File: config.mk
export PLATFORM = sky130hd
export DESIGN_NAME = dmem_arbiter
export DESIGN_NICKNAME = d
export VERILOG_FILES = /design/src/rtl/dmem_arbiter.sv
export SDC_FILE = /design/constraint.sdc
export NUM_CORES = 1
export LEC_CHECK = 0
export ABC_AREA = 1
export CORE_UTILIZATION = 24
export CTS_CLUSTER_DIAMETER = 50
export DETAILED_ROUTE_END_ITERATION = 16
export PLACE_DENSITY = 0.77
export SLEW_MARGIN = 40
export SYNTH_ARGS = -nofsm -noshare
export SYNTH_HDL_FRONTEND = slang
export SYNTH_SLANG_ARGS = --single-unit
File: constraint.sdc
create_clock -name CLK -period 1.6 [get_ports CLK]
set_input_delay 0.24 -clock CLK [delete_from_list [all_inputs] [get_ports CLK]]
set_output_delay 0.24 -clock CLK [all_outputs]
set_load 0.01 [all_outputs]
File: src/rtl/dmem_arbiter.sv
// dmem_arbiter: round-robin sharing of one single-port data memory between the core and host ports,
// with a bounded burst for the current owner and one-cycle read return.
module dmem_arbiter #(
  parameter int AW = 8,
  parameter int DW = 8,
  parameter int MAX_BURST = 4
) (
  input  logic          CLK,
  input  logic          reset_n,
  input  logic          core_req,
  input  logic          core_we,
  input  logic [AW-1:0] core_addr,
  input  logic [DW-1:0] core_wdata,
  output logic          core_gnt,
  output logic          core_rvalid,
  output logic [DW-1:0] core_rdata,
  input  logic          host_req,
  input  logic          host_we,
  input  logic [AW-1:0] host_addr,
  input  logic [DW-1:0] host_wdata,
  output logic          host_gnt,
  output logic          host_rvalid,
  output logic [DW-1:0] host_rdata,
  output logic          mem_en,
  output logic          mem_we,
  output logic [AW-1:0] mem_addr,
  output logic [DW-1:0] mem_wdata,
  input  logic [DW-1:0] mem_rdata,
  output logic          busy
);
  localparam int BW = $clog2(MAX_BURST + 1);
  localparam logic [0:0] CORE = 1'b0;
  localparam logic [0:0] HOST = 1'b1;
  logic [0:0]    owner;
  logic [BW-1:0] burst_cnt;
  logic [1:0]    rd_pend;
  logic          sat, pick, gnt;
  // pick=1 selects the host; under contention the owner keeps it until its burst saturates
  always_comb begin
    sat         = burst_cnt == BW'(MAX_BURST);
    pick        = (core_req & host_req) ? owner ^ sat : host_req;
    gnt         = reset_n & (core_req | host_req);
    host_gnt    = gnt & pick;
    core_gnt    = gnt & ~pick;
    mem_en      = gnt;
    mem_we      = gnt & (pick ? host_we : core_we);
    mem_addr    = gnt ? (pick ? host_addr : core_addr) : '0;
    mem_wdata   = gnt ? (pick ? host_wdata : core_wdata) : '0;
    core_rvalid = reset_n & rd_pend[0];
    host_rvalid = reset_n & rd_pend[1];
    core_rdata  = core_rvalid ? mem_rdata : '0;
    host_rdata  = host_rvalid ? mem_rdata : '0;
    busy        = core_rvalid | host_rvalid | gnt;
  end
  always_ff @(posedge CLK) begin
    if (!reset_n) begin
      owner     <= CORE;
      burst_cnt <= '0;
      rd_pend   <= '0;
    end else begin
      rd_pend <= {host_gnt & ~host_we, core_gnt & ~core_we};
      if (!gnt) burst_cnt <= '0;
      else if (pick == owner) burst_cnt <= sat ? burst_cnt : burst_cnt + BW'(1);
      else begin
        owner     <= pick ? HOST : CORE;
        burst_cnt <= BW'(1);
      end
    end
  end
endmodule
==> results of run 1 <==
-- metrics by stage --
step	utilization (%)	power (uW)	hold WS, ns
final	73.8	780	0.412
after global routing	73.8	831	0.427
after CTS	71.8	763	0.571
after detailed placement	63.4	569	0.577
after global placement	63.4	566	0.569
after floorplan	-	308	0.310
-- layer usage --
layer / routed length, um / share of wire (%) / up-vias
li1: - / - / 623
met5: 0 / 0 / -
met3: 237 / 7.2 / 10
met4: 89 / 2.7 / 0
met2: 1640 / 50 / 65
met1: 1310 / 40 / 556
-- state kept, by name (all words and copies together), names as in the netlist --
name and flops:
burst_cnt 3, owner 1, rd_pend 2
-- worst reg2reg max path, delay by kind of cell (launching register included) --
| kind | cells | cell delay (ns) |
|---|---|---|
| flops | 1 | 0.33 |
| buf+inv | 7 | 0.63 |
| fa+ha+maj | 1 | 0.16 |
| simple gates | 6 | 0.42 |
-- Yosys cell counts (all sizes together) --
cell type,n,share of area (%)
buf,4,5.9
clkinv,1,0.71
o211ai,2,2.1
nor3,1,1.4
nand3,20,15
nor2,21,12
o21ai,2,3.0
nand2,46,26
inv,18,9.6
xor2,2,2.5
dfxtp,6,17
a21oi,2,1.4
ha,2,3.6
-- area by class of cell --
type / instances / area (um^2) / area share (%)
repair buffers: 117 / 1110 / 54.5
multi-input cells: 98 / 666 / 32.7
flip-flops and latches: 6 / 123 / 6.02
inverters: 19 / 76.3 / 3.75
well taps: 31 / 38.8 / 1.91
clock buffers: 3 / 22.5 / 1.11
-- final timing paths --
check,startpoint,depth (start not counted),to
worst max-delay path,burst_cnt[0],13,mem_wdata[1]
worst max register to register,burst_cnt[0],14,owner
worst min-delay path,reset_n,4,burst_cnt[0]
worst min register to register,owner,3,burst_cnt[0]
-- kinds of logic (layout without fill, tap and decap cells) --
kind of cell               Yosys count  count (layout)
AOI/OAI and AO/OA                    6               6
xor gates and xnor gates             2               2
adders and majority gates            2               2
buffers and inverters               23             139
DFF                                  6               6
and+or+nand+nor                     88              88
-- power by group --
part / total (uW) / switching (uW) / leakage, uW / internal [uW]
registers: 166 / 7.21 / 0.0000499 / 159
logic: 475 / 199 / 0.00111 / 276
clock network: 139 / 53.8 / 0.0000138 / 84.8
total: 780 / 260 / 0.00117 / 520
-- timing repair --
| item | 4_1_cts | 5_1_grt |
|---|---|---|
| cloned | 2 | 0 |
| pin swaps | 12 | 4 |
| endpoints found under the setup margin | 39 | 23 |
| hold buffers | 0 | 0 |
| setup buffers | 11 | 4 |
| gates resized for setup | 153 | 19 |
==> run summary, run 1 <==
The run finished, with violations left. The final reports fail on negative setup slack. The mux cell area share after synthesis is 0%. The clock-pin slew reported for the worst setup and hold paths after clock tree synthesis came out at 0.05 ns. The total global-route track usage came out at 21.1%. STA classifies the critical path startpoint as a register. The initial DRC count came out at 51. The worst setup path is captured at a primary output. Of the total synthesized cell area, the portion taken by AND, OR, NAND and NOR gates is 54.2%. The start-to-end type of the worst setup path is reg -> out. The average instance in the mapped netlist occupies 5.55 um^2.

After floorplanning, the core was divided into 19 placement rows. The CTS buffer count is 3. On the worst path, the slowest cell contributes a delay of 0.33 ns. The number of global-route vias before repair came out at 1216. The synthesized netlist devotes 3.55% of its cell area to adder and majority cells. The main combinational cell family by area after synthesis is simple AND/OR/NAND/NOR gates. The proportion of layout cells with a drive suffix above 1 is 43.2%.

The cell area after placement is 1750 um^2. Using the TritonRoute via totals, the vias-per-cell ratio works out to 4.58. After routing the design area is 2040 um^2. Relative to the synthesized area, the layout overhead comes to 189%. TritonCTS built the clock tree.

At the end of routability-driven placement, the weighted congestion stood at 0.766. The critical path contains buffers and inverters numbering 5 combined. Clock tree synthesis selected as its root buffer the cell sky130_fd_sc_hd__clkbuf_4. Setup repair after global routing could not meet its margin everywhere.

The effective utilization at floorplan is 25.5%. Across the run, the number of max-cap violations was 0. The post-route clock skew is 0.00622 ns.

The number of storage elements in the synthesis netlist is 6. The cell that appears most often on the critical path is sky130_fd_sc_hd__nand2_4. The data arrival at the endpoint of the critical path is 1.69 ns.

The DRC violation count after routing is 0. The final worst-path cycle share came out at 121%. The routing usage on met1 came out at 25.9%. The layer flagged by global routing as most heavily used is met2. The half-perimeter wire length of the detailed placement result is 2.09 mm. The Yosys warning count is 0. At the pin with the least slew margin, the transition time is 0.265 ns. Synthesis produced a netlist with a net count of 175. The number of fillers in the final layout came out at 212. The area fraction in compound gates after synthesis came out at 6.57%. The global routing met2 resource utilization is 35.4%. The number of max-slew violations in the final report came out at 0. The critical path required time is 1.36 ns.

After routing, the total negative slack on setup checks comes to -5.25 ns. Across the VDD grid, the largest voltage drop is 277 uV. OpenSTA, run right after detailed placement, puts the worst setup slack at -0.569 ns.

The number of antenna violations at the first check in global routing is 0. The cell area after synthesis came out at 704 um^2. The critical path goes through inv_2 -> ha_4 -> nand2_4 -> clkinv_4 -> nand2_4 -> nand3_4 -> nand2_4 -> nor2_4 -> buf_6 -> buf_16 -> nand2_4 -> nand2_2 -> buf_6.

Summed over all cells, the static leakage comes to 0.00117 uW. Counting every sink on the clock net gives 6. Entering global routing, the biggest net connects 14 pins. The count of placed standard cells in the final layout, fillers left out is 274. The count of inserted antenna diode cells is 0. The slowest stage of the critical path is the sky130_fd_sc_hd__dfxtp_2 cell.

The via count is 1254. The hold violation total from the final report came to 0. The instance count after placement with tap cells included came out at 257.

The total overflow left after global routing is 0. The highest attainable clock frequency is 518 MHz. Wires add up to 3.27 mm.

Measured along the y axis, the die boundary spans 56.2 um. The count of nets after finishing is 293. Across all setup checks in the final design, the least slack found is -0.331 ns. The width of the die is 56.2 um.

The worst hold path belongs to the class in -> reg. The post-synthesis instance total is 127. The clock period minus final worst setup slack is 1.93 ns. The global-route track usage on met3 is 4.88%. Grouping stages by cell kind, the critical path spends the most delay in buffers and inverters. The area of the core came out at 2760 um^2. The die covers 3160 um^2. The number of nets with antenna violations after detailed routing is 0.

Setup violations remaining at the end of the flow were counted as 20. The wire length per cell after detailed routing came out at 11.9 um. The first global-routing pass estimated 5.39 mm of wire.

The power density normalized to cell area is 383 nW/um^2. The library cells used most frequently in the layout, excluding fill and tap cells, are 43 x sky130_fd_sc_hd__clkdlybuf4s50_1, 25 x sky130_fd_sc_hd__buf_4, 19 x sky130_fd_sc_hd__nor2_1. In this run the worst path has a maximum fanout of 4. The pre-antenna-repair detailed-routing pass consisted of 4 iterations. The boundary pin count is 85. The clock network latency to the later pin of the worst-skew pair is 0.24 ns. The number of buffers on the longest clock path is 2.

The post-synthesis cell type count is 19. The worst slew margin relative to its limit is 82.3%. Summing the sequential cell areas from Yosys gives 17.1% of the chip area.

The post-synthesis share of cell area spent on xor and xnor gates came out at 2.49%. The library cell used most frequently in the layout, excluding fill and tap cells, is sky130_fd_sc_hd__clkdlybuf4s50_1. For flop-to-flop paths, the worst setup slack is -0.05 ns. CTS built an H-tree with a depth of 1.

The count of buffers inserted at the top-level ports is 84.
(Power assumes the default switching activity.)
==> run 2, diff against run 1 <==
- CAP_MARGIN: unset -> 20
- RECOVER_POWER: unset -> 100
==> run summary, run 2 (synthesis gave the netlist of run 1 again) <==
The number of fillers in the final layout was 212 (unchanged). The number of buffers on the longest clock path is 2 (unchanged). The type of the most critical hold path is in -> reg (unchanged).

The max-cap violation count is 0 (unchanged). The worst slew margin relative to its limit came to 77.6% (was 82.3%). The number of max-slew violations in the final report came out at 0 (unchanged). The count of inserted antenna diode cells was 0 (unchanged).

The register with the most flip-flops is burst_cnt (unchanged). The area of the die is 3160 um^2 (unchanged). The dominant cell type by count on the critical path is sky130_fd_sc_hd__nand2_4 (unchanged). The clock-pin slew reported for the worst setup and hold paths after clock tree synthesis came out at 0.05 ns (about the same). The highest attainable clock frequency came out at 518 MHz (about the same). The leakage component of the power came out at 0.00116 uW (was 0.00117 uW). The wire length per cell after detailed routing is 11.9 um (about the same). The flip-flop count of the largest register after layout came out at 3 (unchanged). The count of placed standard cells in the final layout, fillers left out was 274 (unchanged). The number of global-route vias before repair is 1216 (unchanged). The number of nets with antenna violations after detailed routing is 0 (unchanged). The peak fanout along the critical path came to 4 (unchanged).

The number of H-tree levels came out at 1 (unchanged). The CTS buffer count came out at 3 (unchanged). The half-perimeter wire length of the detailed placement result is 2.09 mm (unchanged). The area of the core came out at 2760 um^2 (unchanged). The proportion of layout cells with a drive suffix above 1 was 42.8% (was 43.2%).

The largest net degree at the start of global routing came out at 14 (unchanged). The setup slack of the most critical reg-to-reg path was -0.05 ns (about the same). The global-route wire length before repair came out at 5.39 mm (unchanged). The highest cell delay on the worst timing path came out at 0.33 ns (about the same). The power density normalized to cell area came out at 384 nW/um^2 (was 383 nW/um^2). The start-to-end type of the worst setup path was reg -> out (unchanged). The number of antenna violations at the first check in global routing came out at 0 (unchanged). The slew at the pin with the worst max-slew slack came out at 0.335 ns (was 0.265 ns). The width of the die is 56.2 um (unchanged).

The count of nets after finishing came out at 293 (unchanged). The initial DRC count is 51 (unchanged). The total power is 778 uW (was 780 uW). The leading cell type in the layout, fill and taps excluded is sky130_fd_sc_hd__clkdlybuf4s50_1 (unchanged).

The DRC violation count after routing is 0 (unchanged). The source of the critical timing path is burst_cnt[0] (unchanged). The number of vias per cell came out at 4.58 (unchanged). The final worst-path cycle share is 121% (about the same). Failing checks: negative setup slack (unchanged). The kind of cell adding the most delay to the critical path is buffers and inverters (unchanged). Commonest cells after routing, fill and taps aside: 43 x sky130_fd_sc_hd__clkdlybuf4s50_1, 25 x sky130_fd_sc_hd__buf_4, 19 x sky130_fd_sc_hd__nor2_1 (unchanged). The worst hold margin came out at 0.405 ns (was 0.412 ns). Leading registers by flop count: burst_cnt (3), rd_pend (2), owner (1) (unchanged). The count of buffers inserted at the top-level ports came to 84 (unchanged). The number of core rows came out at 19 (unchanged).

The clock period minus final worst setup slack came out at 1.93 ns (about the same). The residual overflow from global routing came out at 0 (unchanged). The total number of cells along the worst setup path came to 13 (unchanged). The placer congestion estimate is 0.766 (unchanged).

The growth of design area from synthesis to finish came out at 188% (was 189%). The effective utilization at floorplan is 25.5% (unchanged). The instance count after placement with tap cells included is 257 (unchanged).

Unrepaired setup endpoints after global routing: true (unchanged). The total global-route track usage came out at 21.1% (unchanged). The final setup violation count is 20 (unchanged). The end point of the critical path was mem_wdata[1] (unchanged). The height of the die came out at 56.2 um (unchanged). The post-place setup slack is -0.569 ns (unchanged). The clock root buffer was sky130_fd_sc_hd__clkbuf_4 (unchanged). The final critical-path setup slack is -0.330 ns (was -0.331 ns). The hold violation total from the final report was 0 (unchanged). The via count was 1254 (unchanged). The post-route clock skew is 0.00622 ns (unchanged).

The clock network latency to the later pin of the worst-skew pair came out at 0.24 ns (about the same). The worst reg2reg path depth came out at 14 (unchanged). The type of element launching the critical path was a register (unchanged).

The launch instance of the worst register-to-register path is burst_cnt[0] (unchanged). The post-route setup TNS came to -5.24 ns (was -5.25 ns). The critical path buffer and inverter count came out at 5 (unchanged).

The boundary pin count is 85 (unchanged). Cell-by-cell trace of the critical path: inv_2 -> ha_4 -> nand2_4 -> clkinv_4 -> nand2_4 -> nand3_4 -> nand2_4 -> nor2_4 -> buf_6 -> buf_16 -> nand2_4 -> nand2_2 -> buf_6 (unchanged). The endpoint of the worst register-to-register path is owner (unchanged). The peak supply drop came out at 277 uV (about the same). The count of TritonRoute iterations in the first routing pass is 4 (unchanged). The endpoint type of the worst setup path is a primary output (unchanged). The clock net sink count came out at 6 (unchanged).

The data arrival at the endpoint of the critical path came to 1.69 ns (about the same). The critical path required time was 1.36 ns (about the same). The standard cell with the maximum stage delay on the critical path is sky130_fd_sc_hd__dfxtp_2 (unchanged). The total wirelength of the detailed-routed design came out at 3.27 mm (about the same).

Result of the run: finished, violations left (unchanged). The CTS tree is done (unchanged).
## run 2: cell counts in the layout (fill, tap and decap cells not counted)
No cell type changed its count.
## run 2: worst min path at each step
stage                      start  cells after the start  slack [ns]            to
finish                   reset_n                      4        0.40         owner
global route             reset_n                      4        0.42         owner
floorplan                host_we                      1        0.31    rd_pend[1]
global placement    burst_cnt[1]                      4        0.57  burst_cnt[1]
detailed placement  burst_cnt[1]                      4        0.58  burst_cnt[1]
CTS                      reset_n                      4        0.57  burst_cnt[0]
## run 2: layout make-up
type,count,area (um^2),share of cell area (%)
repair buffers,117,1110,54.7
multi-input cells,98,658,32.4
flip-flops and latches,6,123,6.05
inverters,19,76.3,3.76
well taps,31,38.8,1.91
clock buffers,3,22.5,1.11
## run 2: tightest hold or removal path: cells and delay by family
family                 cells  cell delay, ns
buffers and inverters      3            0.30
and+or+nand+nor            1            0.07
## run 2: repair_timing
action                                  4_1_cts  5_1_grt
gates resized for setup                     153       19
endpoints found under the hold margin         0        0
setup buffers                                11        4
endpoints found under the setup margin       39       23
gates cloned                                  2        0
hold buffers                                  0        0
pin swaps                                    12        4
## run 2: report_power, final
group / internal (uW) / switching, uW
clock: 84.8 / 53.8
combinational: 275 / 199
sequential: 159 / 6.58
## run 2: metal layers
metal | vias up | track usage, % | share of wire (%) | wire length [um]
li1 | 623 | - | - | -
met1 | 556 | 25.9 | 40 | 1310
met2 | 65 | 35.4 | 50 | 1640
met3 | 10 | 4.88 | 7.2 | 237
met4 | 0 | 8.36 | 2.7 | 89
met5 | - | 0 | 0 | 0
## run 2: stage by stage
stage	utilization [%]	cell area, um^2
2_1_floorplan	-	729
3_3_place_gp	63.4	1750
3_5_place_dp	63.4	1750
4_1_cts	71.8	1980
5_1_grt	73.5	2030
6_report	73.5	2030
